[config.mk]
export PLATFORM = sky130hd
export DESIGN_NAME = result_packer_flat
export DESIGN_NICKNAME = d
export VERILOG_FILES = /design/src/rtl/result_packer_pkg.sv /design/src/rtl/result_packer_if.sv /design/src/rtl/result_packer_pack_lane.sv /design/src/rtl/result_packer.sv /design/src/flat_wrapper.sv
export SDC_FILE = /design/constraint.sdc
export NUM_CORES = 1
export LEC_CHECK = 0
export BUFFER_PORTS_ARGS = -buffer_cell sky130_fd_sc_hd__buf_2
export CORE_ASPECT_RATIO = 0.9
export CORE_MARGIN = 2
export CORE_UTILIZATION = 56
export CTS_CLUSTER_DIAMETER = 60
export CTS_CLUSTER_SIZE = 10
export DETAILED_ROUTE_END_ITERATION = 6
export PLACE_DENSITY = 0.71
export SLEW_MARGIN = 5
export SYNTH_ARGS = -nofsm -noshare
export SYNTH_HDL_FRONTEND = slang
export SYNTH_HIERARCHICAL = 1
export SYNTH_SLANG_ARGS = --single-unit
[constraint.sdc]
create_clock -name clk -period 2.62 [get_ports clk]
set_input_delay 0.524 -clock clk [delete_from_list [all_inputs] [get_ports clk]]
set_output_delay 0.524 -clock clk [all_outputs]
set_load 0.03 [all_outputs]
[src/rtl/result_packer_pkg.sv]
// Shared types and widths for the result packer: lane state encoding and
// symbol/byte/count widths used by every lane.
package result_packer_pkg;

  localparam int SYM_W  = 2;
  localparam int BYTE_W = 8;
  localparam int CNT_W  = 14;
  localparam int SLOTS  = BYTE_W / SYM_W;

  typedef enum logic [1:0] {
    IDLE = 2'd0,
    ACC  = 2'd1,
    STOP = 2'd2
  } lane_state_e;

endpackage

[src/rtl/result_packer_if.sv]
// Symbol-in / byte-out bundle for the three-lane result packer.
interface result_packer_if;
  import result_packer_pkg::*;

  logic [2:0]        sym_valid;
  logic [SYM_W-1:0]  sym1, sym2, sym3;
  logic              flush;
  logic [BYTE_W-1:0] result1, result2, result3;
  logic              en1, en2, en3;
  logic [2:0]        ovf;

  modport master (
    output sym_valid, sym1, sym2, sym3, flush,
    input  result1, result2, result3, en1, en2, en3, ovf
  );

  modport slave (
    input  sym_valid, sym1, sym2, sym3, flush,
    output result1, result2, result3, en1, en2, en3, ovf
  );
endinterface

[src/rtl/result_packer_pack_lane.sv]
// One packing lane: collects four 2-bit symbols LSB-first into a byte,
// pads on flush, and stops accepting once the downstream buffer is full.
module pack_lane
  import result_packer_pkg::*;
#(
  parameter logic [SYM_W-1:0] PAD_SYM   = 2'b11,
  parameter int               MAX_BYTES = 16384
) (
  input  logic              clk,
  input  logic              reset,
  input  logic              valid,
  input  logic [SYM_W-1:0]  sym,
  input  logic              flush,
  output logic [BYTE_W-1:0] result,
  output logic              en,
  output logic              ovf
);

  lane_state_e       state;
  logic [BYTE_W-1:0] acc;
  logic [1:0]        npend;
  logic [CNT_W-1:0]  count;

  logic [BYTE_W-1:0] out_byte;
  logic [2:0]        pend_next;
  logic              emit;
  logic              at_limit;

  // The incoming symbol lands in the next free slot before any flush is
  // considered; slots beyond the pending ones are filled with PAD_SYM.
  always_comb begin
    out_byte = acc;
    if (valid) out_byte[{npend, 1'b0} +: SYM_W] = sym;
    pend_next = {1'b0, npend} + {2'b00, valid};
    for (int i = 0; i < SLOTS; i++) begin
      if (3'(i) >= pend_next) out_byte[i*SYM_W +: SYM_W] = PAD_SYM;
    end
    emit     = pend_next[2] || (flush && (pend_next != 3'd0));
    at_limit = ({{(32-CNT_W){1'b0}}, count} + 32'd1) == 32'(MAX_BYTES);
  end

  // The count saturates at its all-ones value; STOP is entered by comparing
  // against MAX_BYTES in a wider domain so the 14-bit counter never wraps.
  always_ff @(posedge clk) begin
    if (reset) begin
      state  <= IDLE;
      acc    <= '0;
      npend  <= '0;
      count  <= '0;
      result <= '0;
      en     <= 1'b0;
      ovf    <= 1'b0;
    end else begin
      en <= 1'b0;
      if (state == STOP) begin
        if (valid) ovf <= 1'b1;
      end else if (emit) begin
        result <= out_byte;
        en     <= 1'b1;
        acc    <= '0;
        npend  <= '0;
        if (count != {CNT_W{1'b1}}) count <= count + 1'b1;
        state  <= at_limit ? STOP : IDLE;
      end else if (valid) begin
        acc   <= out_byte;
        npend <= pend_next[1:0];
        state <= ACC;
      end
    end
  end

endmodule

[src/rtl/result_packer.sv]
// Three independent packing lanes sharing one flush; wiring only.
module result_packer
  import result_packer_pkg::*;
#(
  parameter logic [SYM_W-1:0] PAD_SYM   = 2'b11,
  parameter int               MAX_BYTES = 16384
) (
  input  logic      clk,
  input  logic      reset,
  result_packer_if.slave bus
);

  logic [2:0] ovf_w;

  pack_lane #(.PAD_SYM(PAD_SYM), .MAX_BYTES(MAX_BYTES)) u_lane1 (
    .clk(clk), .reset(reset), .valid(bus.sym_valid[0]), .sym(bus.sym1),
    .flush(bus.flush), .result(bus.result1), .en(bus.en1), .ovf(ovf_w[0])
  );

  pack_lane #(.PAD_SYM(PAD_SYM), .MAX_BYTES(MAX_BYTES)) u_lane2 (
    .clk(clk), .reset(reset), .valid(bus.sym_valid[1]), .sym(bus.sym2),
    .flush(bus.flush), .result(bus.result2), .en(bus.en2), .ovf(ovf_w[1])
  );

  pack_lane #(.PAD_SYM(PAD_SYM), .MAX_BYTES(MAX_BYTES)) u_lane3 (
    .clk(clk), .reset(reset), .valid(bus.sym_valid[2]), .sym(bus.sym3),
    .flush(bus.flush), .result(bus.result3), .en(bus.en3), .ovf(ovf_w[2])
  );

  assign bus.ovf = ovf_w;

endmodule

[src/flat_wrapper.sv]
// flat-port wrapper written by rule: the top's interface ports become plain ports
module result_packer_flat import result_packer_pkg::*;
#(
  parameter logic [SYM_W-1:0] PAD_SYM   = 2'b11,
  parameter int               MAX_BYTES = 16384
)
  (clk, reset, bus_sym_valid, bus_sym1, bus_sym2, bus_sym3, bus_flush, bus_result1, bus_result2, bus_result3, bus_en1, bus_en2, bus_en3, bus_ovf);
  result_packer_if bus_i ();
  input  logic clk;
  input  logic reset;
  input wire logic [$bits(bus_i.sym_valid)-1:0] bus_sym_valid;
  input wire logic [$bits(bus_i.sym1)-1:0] bus_sym1;
  input wire logic [$bits(bus_i.sym2)-1:0] bus_sym2;
  input wire logic [$bits(bus_i.sym3)-1:0] bus_sym3;
  input wire logic [$bits(bus_i.flush)-1:0] bus_flush;
  output wire logic [$bits(bus_i.result1)-1:0] bus_result1;
  output wire logic [$bits(bus_i.result2)-1:0] bus_result2;
  output wire logic [$bits(bus_i.result3)-1:0] bus_result3;
  output wire logic [$bits(bus_i.en1)-1:0] bus_en1;
  output wire logic [$bits(bus_i.en2)-1:0] bus_en2;
  output wire logic [$bits(bus_i.en3)-1:0] bus_en3;
  output wire logic [$bits(bus_i.ovf)-1:0] bus_ovf;
  assign bus_i.sym_valid = bus_sym_valid;
  assign bus_i.sym1 = bus_sym1;
  assign bus_i.sym2 = bus_sym2;
  assign bus_i.sym3 = bus_sym3;
  assign bus_i.flush = bus_flush;
  assign bus_result1 = bus_i.result1;
  assign bus_result2 = bus_i.result2;
  assign bus_result3 = bus_i.result3;
  assign bus_en1 = bus_i.en1;
  assign bus_en2 = bus_i.en2;
  assign bus_en3 = bus_i.en3;
  assign bus_ovf = bus_i.ovf;
  result_packer #(.PAD_SYM(PAD_SYM), .MAX_BYTES(MAX_BYTES)) u_core (.clk(clk), .reset(reset), .bus(bus_i));
endmodule
After elaboration in Yosys (flattened, before gate mapping)
Cells that the tools add are included.
W data, S select, Z words.
- flip-flop bits (word level): 108
- input bits: 12
- output and inout bits: 30
- word-level logic and storage cells: 132
- $add $sub $neg: 12
- magnitude comparators: 12
- equality and inequality tests: 9
- shift operators: 6
- muxes and demuxes: 42
- bitwise logic cells: 3
- reductions and logical operators: 27
- operators by type and width (kind ; number):
    $mux W8 ; 9
    $mux W2 ; 27
    $add A14 B1 Y15 const B ; 3
    $eq A15 B15 Y1 const B ; 3
    $add A14 B1 Y14 const B ; 3
    $ne A14 B14 Y1 const B ; 3
    $bwmux W8 ; 3
    $shift A2 B5 Y8 const A ; 3
    $shiftx A2 B5 Y8 ; 3
    $ge A1 B3 Y1 const A ; 6
    $ge A2 B3 Y1 const A ; 6
    $reduce_and A2 Y1 ; 9
    $neg A3 Y5 ; 3
    $add A2 B1 Y3 ; 3
    $reduce_and A3 Y1 ; 3
    $reduce_bool A3 Y1 ; 3
    $eq A2 B2 Y1 const B ; 3
    $reduce_bool A2 Y1 ; 3
    $reduce_or A2 Y1 ; 3
    $logic_and A1 B1 Y1 ; 3
    $logic_or A1 B1 Y1 ; 3
    $mux W1 ; 3
    $not A1 Y1 ; 3

Logic depth before layout (Yosys ltp)
Gate-level depths: netlist of the first run.
- word-level depth: 7
- depth in mapped cells: 9
- depth with buffers taken out: 7

Hierarchy
The synthesis of the first run kept the hierarchy.
- by module, submodules not included (module ; times used ; cells each ; area an instance (sq um) ; sequential area each (sq um)):
    pack_lane at u_core.u_lane1 ... ; 2 ; 201 ; 1873.0 ; 720.7
    pack_lane at u_core.u_lane3 ; 1 ; 232 ; 2020.7 ; 720.7

Least setup slack after synthesis of the first run
Ideal clock, no wire load.
- path type: in2reg
- start point: input bus_sym_valid[2]
- end point: register u_core.u_lane3.count[6]
- setup time: 0.121 ns
- arrival: 2.059 ns
- required time: 2.499 ns
- setup slack: 0.440 ns
- stages on the path: 8
- buffers on the path: 1
- cell sequence: ha_1 -> inv_1 -> ha_1 -> o21a_4 -> o21ai_2 -> buf_2 -> nor4_1 -> mux2_2
- word-level cells in the longest chain between the ends: 5
- ends and longest elaborated chain (element ; RTL line ; text):
    start, declared ; flat_wrapper.sv:11 ; input wire logic [$bits(bus_i.sym_valid)-1:0] bus_sym_valid;
    $add A2 B1 Y3 (*) ; result_packer_pack_lane.sv:34 ; pend_next = {1'b0, npend} + {2'b00, valid};
    $reduce_bool A3 Y1 ; result_packer_pack_lane.sv:38 ; emit = pend_next[2] || (flush && (pend_next != 3'd0));
    $logic_and A1 B1 Y1 ; result_packer_pack_lane.sv:38 ;
    $logic_or A1 B1 Y1 (*) ; result_packer_pack_lane.sv:38 ;
    $reduce_and A3 Y1 (no line) (*) ; n/a ;
    end signal, assigned ; result_packer_pack_lane.sv:62 ; if (count != {CNT_W{1'b1}}) count <= count + 1'b1;
    end, declared ; result_packer_pack_lane.sv:22 ; logic [CNT_W-1:0] count;
Mark *: on every way between the ends. The rest lies on a longest branch, timed or not.
A chain may end at the register's enable or synchronous reset.

Final worst setup path of the first run
- start point: register u_core.u_lane3.npend[0]
- end point: register u_core.u_lane3.count[5]
- word-level cells in the longest chain between the ends: 5
- ends and longest elaborated chain (element ; RTL line ; text):
    start, declared ; result_packer_pack_lane.sv:21 ; logic [1:0] npend;
    start signal, assigned ; result_packer_pack_lane.sv:66 ; npend <= pend_next[1:0];
    $add A2 B1 Y3 (*) ; result_packer_pack_lane.sv:34 ;
    $reduce_bool A3 Y1 ; result_packer_pack_lane.sv:38 ;
    $logic_and A1 B1 Y1 ; result_packer_pack_lane.sv:38 ;
    $logic_or A1 B1 Y1 (*) ; result_packer_pack_lane.sv:38 ;
    $reduce_and A3 Y1 (no line) (*) ; n/a ;
Marks and branches as above.

==> qor.yml, run 1 <==
vias: 4995
regArea_um2: 2160
critPathLaunch: "u_core/u_lane3/npend[0]"
synth_cells: 634
path_depth: 8
synth.avg_cell_area_um2: 9.10
synthArstFlopShare: 0
tightest_slew_ps: 658
crit_buf_inv: 2
cp-end-kind: "flop"
power.leakage_nw: 2.39
critPathKind: "reg -> reg"
min_period_ps: 2310
vdd_drop_max_mv: 0.469
postCtsHoldBufs: 0
skew_ps: 7.15
drive_gt1_frac: 0.166
reg2regPathDepth: 8
synth_ff_type: "dfxtp_1"
hp-class: "reg -> reg"
relSlewSlack: 0.558
antenna_found_initial: 0
power_density_nw_per_um2: 557
grt_pass1_wl_um: 21500
path_cells: "ha_1 > inv_1 > ha_1 > o21a_4 > o21ai_2 > buf_4 > or4_1 > a21oi_1"
clock_path_buffers: 2
pwr-share-comb: 0.146
wl_met1_um: 6210
slowest_stage: "or4_1"
worst-path-max-fanout: 11
worst_path_largest_cell_delay_ps: 510
die_area_um2: 11100
drv_cap: 0
finalWeightedCongestion: 0.901
wl_met2_um: 5920
wl_met3_um: 509
avgViaCountPerCell: 6.18
setup_viol: 0
root_buffer: "clkbuf_16"
multiInputGateArea_um2: 3380
final_cell_mix: "108 x dfxtp_1, 66 x nor2_1, 40 x buf_2, 40 x nand2_1, 34 x a21oi_1"
status: "finished clean"
dieWidth_um: 111
utilization: 0.632
pwr-share-seq: 0.502
cts.sinks: 108
p_sw_w: 0.000977
hp-start: "u_core/u_lane3/acc[1]"
port_buffers: 41
gr-total-overflow: 0
final_hold_viol_count: 0
synth-edff-count: 0
crit_path_frequent_cell: "ha_1"
htree_levels: 3
critPathArrivalTime_ps: 2590
fmax_ghz: 0.432
dr.pass1.iters: 4
clkPwrFrac: 0.352
nets: 718
antenna_cells: 0
area_delta_synth_final_pct: 10.8
final_antenna_net_count: 0
ios: 42
sw_frac_of_total: 0.275
die_h_um: 100
syn-num-nets: 677
drt_iter0_drc: 349
post_drt_wl_per_cell_um: 15.9
clk_latency_ps: 340
internal_power_w: 0.00258
grt_max_degree: 49
crit_family: "adder cells"
grt_pass1_vias: 4507
start_util: 0.570
wirelength_um: 12800
drc: 0
highest_layer: "met4"
postCtsSetupRepairBufs: 0
rsz0062_at_grt: "no"
grtUsageTotal: 0.231
cts_made_buffers: 9
ctsResizeCount: 0
worstSetupStartpointType: "flop"
ys_warn_count: 6
cts_tree: "built"
whs_path_depth: 2
synth_seq_cells: 108
worst_ep_required_time_ps: 2890
rr_startpoint: "u_core/u_lane3/npend[0]"
nFillCells: 853
detailed_place_hpwl_um: 9210
synthDistinctLibCells: 75
coreArea_um2: 10100
fin_setup_tns_ps: 0
seq_area_frac_synth: 0.375
num_rows: 35
synth_area_um2: 5770
clk_pin_slew_worst_paths_ps: 70
post-route-period-util: 0.883
slew_violations: 0
final_common_cell: "dfxtp_1"
==> worst min-delay path, stage by stage (launching register included) <==
cell,delay [ps]
dfxtp_1,310
nand2_1,50
a21oi_1,50
==> metal layers <==
metal,vias to the layer above,GRT usage
li1,2509,-
met2,108,0.370
met3,12,0.0423
met4,0,0.0721
met5,-,0
met1,2366,0.321
==> synth_stat cells (14+ instances only) <==
library cell  number  area [um^2]
a21oi_1           34          170
nand2_1           40          150
nor2_1            66          248
nor3_1            33          165
a211oi_1          16          120
inv_1             19         71.3
o21ai_0           16         80.1
o2bb2ai_1         14          123
ha_1              31          388
a221oi_1          16          140
dfxtp_1          108         2160
==> final cells by class <==
type	count	area share
clock inverter	3	0.00372
clock buffer	12	0.0386
tap	129	0.0253
timing repair buffer	58	0.0525
inverter	21	0.0123
sequential	108	0.338
multi-input combinational	477	0.529
==> through the flow <==
stage | hold WS (ps) | area, um^2 | worst slack [ps] | instances | power [W]
4_1_cts | 459 | 6390 | 323 | 808 | 0.00359
2_1_floorplan | 432 | 5770 | 440 | 634 | 0.00218
3_3_place_gp | 443 | 6120 | 266 | 793 | 0.00232
6_report | 456 | 6390 | 308 | 808 | 0.00356
3_5_place_dp | 447 | 6120 | 201 | 793 | 0.00234
5_1_grt | 486 | 6390 | 179 | 808 | 0.00371
==> power groups by stage <==
stage | combinational [W] | sequential, W | clock (W)
after floorplan | 0.000288 | 0.00189 | 0
after global placement | 0.000502 | 0.00182 | 0
after detailed placement | 0.000516 | 0.00182 | 0
after CTS | 0.000518 | 0.00178 | 0.00128
after global routing | 0.000567 | 0.00180 | 0.00135
final | 0.000519 | 0.00178 | 0.00125
==> final timing paths <==
kind,to,slack (ps)
hold / removal,u_core/u_lane3/acc[1],460
hold reg to reg,u_core/u_lane3/acc[1],460
setup / recovery,u_core/u_lane3/count[5],310
setup reg to reg,u_core/u_lane3/count[5],310
==> logic make-up after synthesis <==
kind of cell,Yosys count,synth area share
AND/OR/NAND/NOR,260,0.265
adder cells (fa/ha/maj),31,0.0673
buffers and inverters,49,0.0388
flip-flops,108,0.375
XOR/XNOR,3,0.00456
multiplexers,4,0.00911
AO/OA/AOI/OAI,179,0.241
==> sequential cells by signal, indices dropped and copies added (netlist names) <==
signal                 count
u_core/u_lane1/result      8
u_core/u_lane2/state       2
u_core/u_lane1/state       2
u_core/u_lane3/en          1
u_core/u_lane2/count      14
u_core/u_lane1/en          1
u_core/u_lane2/npend       2
u_core/u_lane2/ovf         1
u_core/u_lane1/npend       2
u_core/u_lane2/result      8
u_core/u_lane2/en          1
u_core/u_lane1/acc         8
u_core/u_lane1/count      14
u_core/u_lane1/ovf         1
u_core/u_lane3/npend       2
u_core/u_lane3/acc         8
u_core/u_lane3/state       2
u_core/u_lane2/acc         8
u_core/u_lane3/count      14
u_core/u_lane3/result      8
u_core/u_lane3/ovf         1
(Power assumes the default switching activity.)
==> run 2, diff against run 1 <==
- BUFFER_PORTS_ARGS: -buffer_cell sky130_fd_sc_hd__buf_2 -> -buffer_cell sky130_fd_sc_hd__buf_4
- SLEW_MARGIN: 5 -> 20
==> qor.yml, run 2 (same netlist as run 1, synthesis figures left out) <==
drt_iter0_drc: 337  # was 349
slew_violations: 0  # unchanged
final_hold_viol_count: 0  # unchanged
die_area_um2: 11100  # unchanged
worst-path-max-fanout: 8  # was 11
final_antenna_net_count: 0  # unchanged
min_period_ps: 2360  # was 2310 ps
clock_path_buffers: 2  # unchanged
coreArea_um2: 10100  # unchanged
critPathArrivalTime_ps: 2650  # was 2590 ps
clk_pin_slew_worst_paths_ps: 70  # about the same
antenna_found_initial: 0  # unchanged
vdd_drop_max_mv: 0.681  # was 0.469 mV
fmax_ghz: 0.423  # was 0.432 GHz
avgViaCountPerCell: 6.12  # was 6.18
setup_ws_ps: 258  # was 308 ps
antenna_cells: 0  # unchanged
r2r_setup_slack_ps: 260  # was 310 ps
cts_made_buffers: 9  # unchanged
power.leakage_nw: 2.42  # was 2.39 nW
port_buffers: 41  # unchanged
dr.pass1.iters: 4  # unchanged
multiInputGateArea_um2: 3380  # unchanged
die_h_um: 100  # unchanged
nets: 715  # was 718
drc: 0  # unchanged
setup_viol: 0  # unchanged
reg2reg_to: "u_core/u_lane1/state[1]"  # was u_core/u_lane3/count[5]
post_drt_wl_per_cell_um: 16.0  # was 15.9 um
cts.sinks: 108  # unchanged
relSlewSlack: 0.557  # was 0.558
regArea_um2: 2160  # unchanged
fin_setup_tns_ps: 0  # unchanged
status: "finished clean"  # unchanged
cp-end-kind: "flop"  # unchanged
pre_cts_slack_ps: 151  # was 201 ps
utilization: 0.645  # was 0.632
root_buffer: "clkbuf_16"  # unchanged
final_common_cell: "dfxtp_1"  # unchanged
grtUsageTotal: 0.232  # was 0.231
htree_levels: 3  # unchanged
reg2regPathDepth: 7  # was 8
skew_ps: 7.74  # was 7.15 ps
postCtsSetupRepairBufs: 0  # unchanged
p_total_w: 0.00379  # was 0.00356 W
wirelength_um: 12900  # was 12,800 um
grt_pass1_wl_um: 21600  # was 21,500 um
grt_pass1_vias: 4501  # was 4,507
final_cell_mix: "108 x dfxtp_1, 66 x nor2_1, 55 x buf_4"  # was 108 x dfxtp_1, 66 x nor2_1, 40 x buf_2, 40 x nand2_1, 34 x a21oi_1
whs_path_depth: 2  # unchanged
power_density_nw_per_um2: 581  # was 557 nW/um^2
endpoint: "u_core/u_lane1/state[1]"  # was u_core/u_lane3/count[5]
critPathLaunch: "u_core/u_lane1/npend[0]"  # was u_core/u_lane3/npend[0]
detailed_place_hpwl_um: 9180  # was 9210 um
vias: 4929  # was 4,995
reg_top3: "u_core/u_lane1/count: 14 flops, u_core/u_lane2/count: 14 flops, u_core/u_lane3/count: 14 flops"  # unchanged
start_util: 0.570  # unchanged
rsz0062_at_grt: "no"  # unchanged
rr_startpoint: "u_core/u_lane1/npend[0]"  # was u_core/u_lane3/npend[0]
num_rows: 35  # unchanged
ctsResizeCount: 0  # unchanged
post-route-period-util: 0.902  # was 0.883
critPathKind: "reg -> reg"  # unchanged
tightest_slew_ps: 660  # was 658 ps
grt_max_degree: 43  # was 49
gr-total-overflow: 0  # unchanged
drv_cap: 0  # unchanged
clk_latency_ps: 340  # about the same
postCtsHoldBufs: 0  # unchanged
hp-class: "reg -> reg"  # unchanged
worstSetupStartpointType: "flop"  # unchanged
finalWeightedCongestion: 0.868  # was 0.901
cts_tree: "built"  # unchanged
nFillCells: 869  # was 853
drive_gt1_frac: 0.165  # was 0.166
ios: 42  # unchanged
dieWidth_um: 111  # unchanged
holdWs_ps: 456  # about the same
worst_ep_required_time_ps: 2900  # was 2890 ps
area_delta_synth_final_pct: 13.1  # was 10.8%
==> run 2: worst min path at each step <==
stage / from / endpoint / slack, ps
6_report: u_core/u_lane3/acc[0] / u_core/u_lane3/acc[0] / 460
5_1_grt: u_core/u_lane3/acc[0] / u_core/u_lane3/acc[0] / 470
4_1_cts: u_core/u_lane3/acc[0] / u_core/u_lane3/acc[0] / 460
3_5_place_dp: u_core/u_lane3/acc[0] / u_core/u_lane3/acc[0] / 450
3_3_place_gp: u_core/u_lane3/acc[1] / u_core/u_lane3/acc[1] / 440
2_1_floorplan: u_core/u_lane1/acc[0] / u_core/u_lane1/acc[0] / 430
==> run 2: metal layers <==
layer / global-route usage / vias up / wire, um
met1: 0.325 / 2303 / 6420
met2: 0.367 / 108 / 5790
met5: 0 / - / 0
met3: 0.0543 / 12 / 501
met4: 0.0548 / 0 / 150
li1: - / 2506 / -
==> run 2: final cells by class <==
class                   count  area share
clock inverters             6      0.0146
clock buffers              10      0.0351
repair buffers             55      0.0633
inverters                  21      0.0121
multi-input cells         477       0.519
well taps                 129      0.0248
flip-flops and latches    108       0.332
==> run 2: power breakdown <==
part	internal, W	switching [W]	leakage, nW	total, W
clock network	0.000849	0.000608	0.158	0.00146
logic	0.000204	0.000338	1.38	0.000541
registers	0.00173	0.0000597	0.883	0.00179
==> run 2: through the flow <==
step / instance area (um^2) / cells
floorplan: 5770 / 634
global placement: 6200 / 790
detailed placement: 6200 / 790
CTS: 6520 / 806
global route: 6520 / 806
finish: 6520 / 806
==> run 2: worst max-delay path, stage by stage (launching register included) <==
cell	delay, ps
dfxtp_1	500
ha_1	230
inv_1	70
ha_1	350
o21ai_1	340
a21oi_2	160
nor3_2	440
a22o_1	210
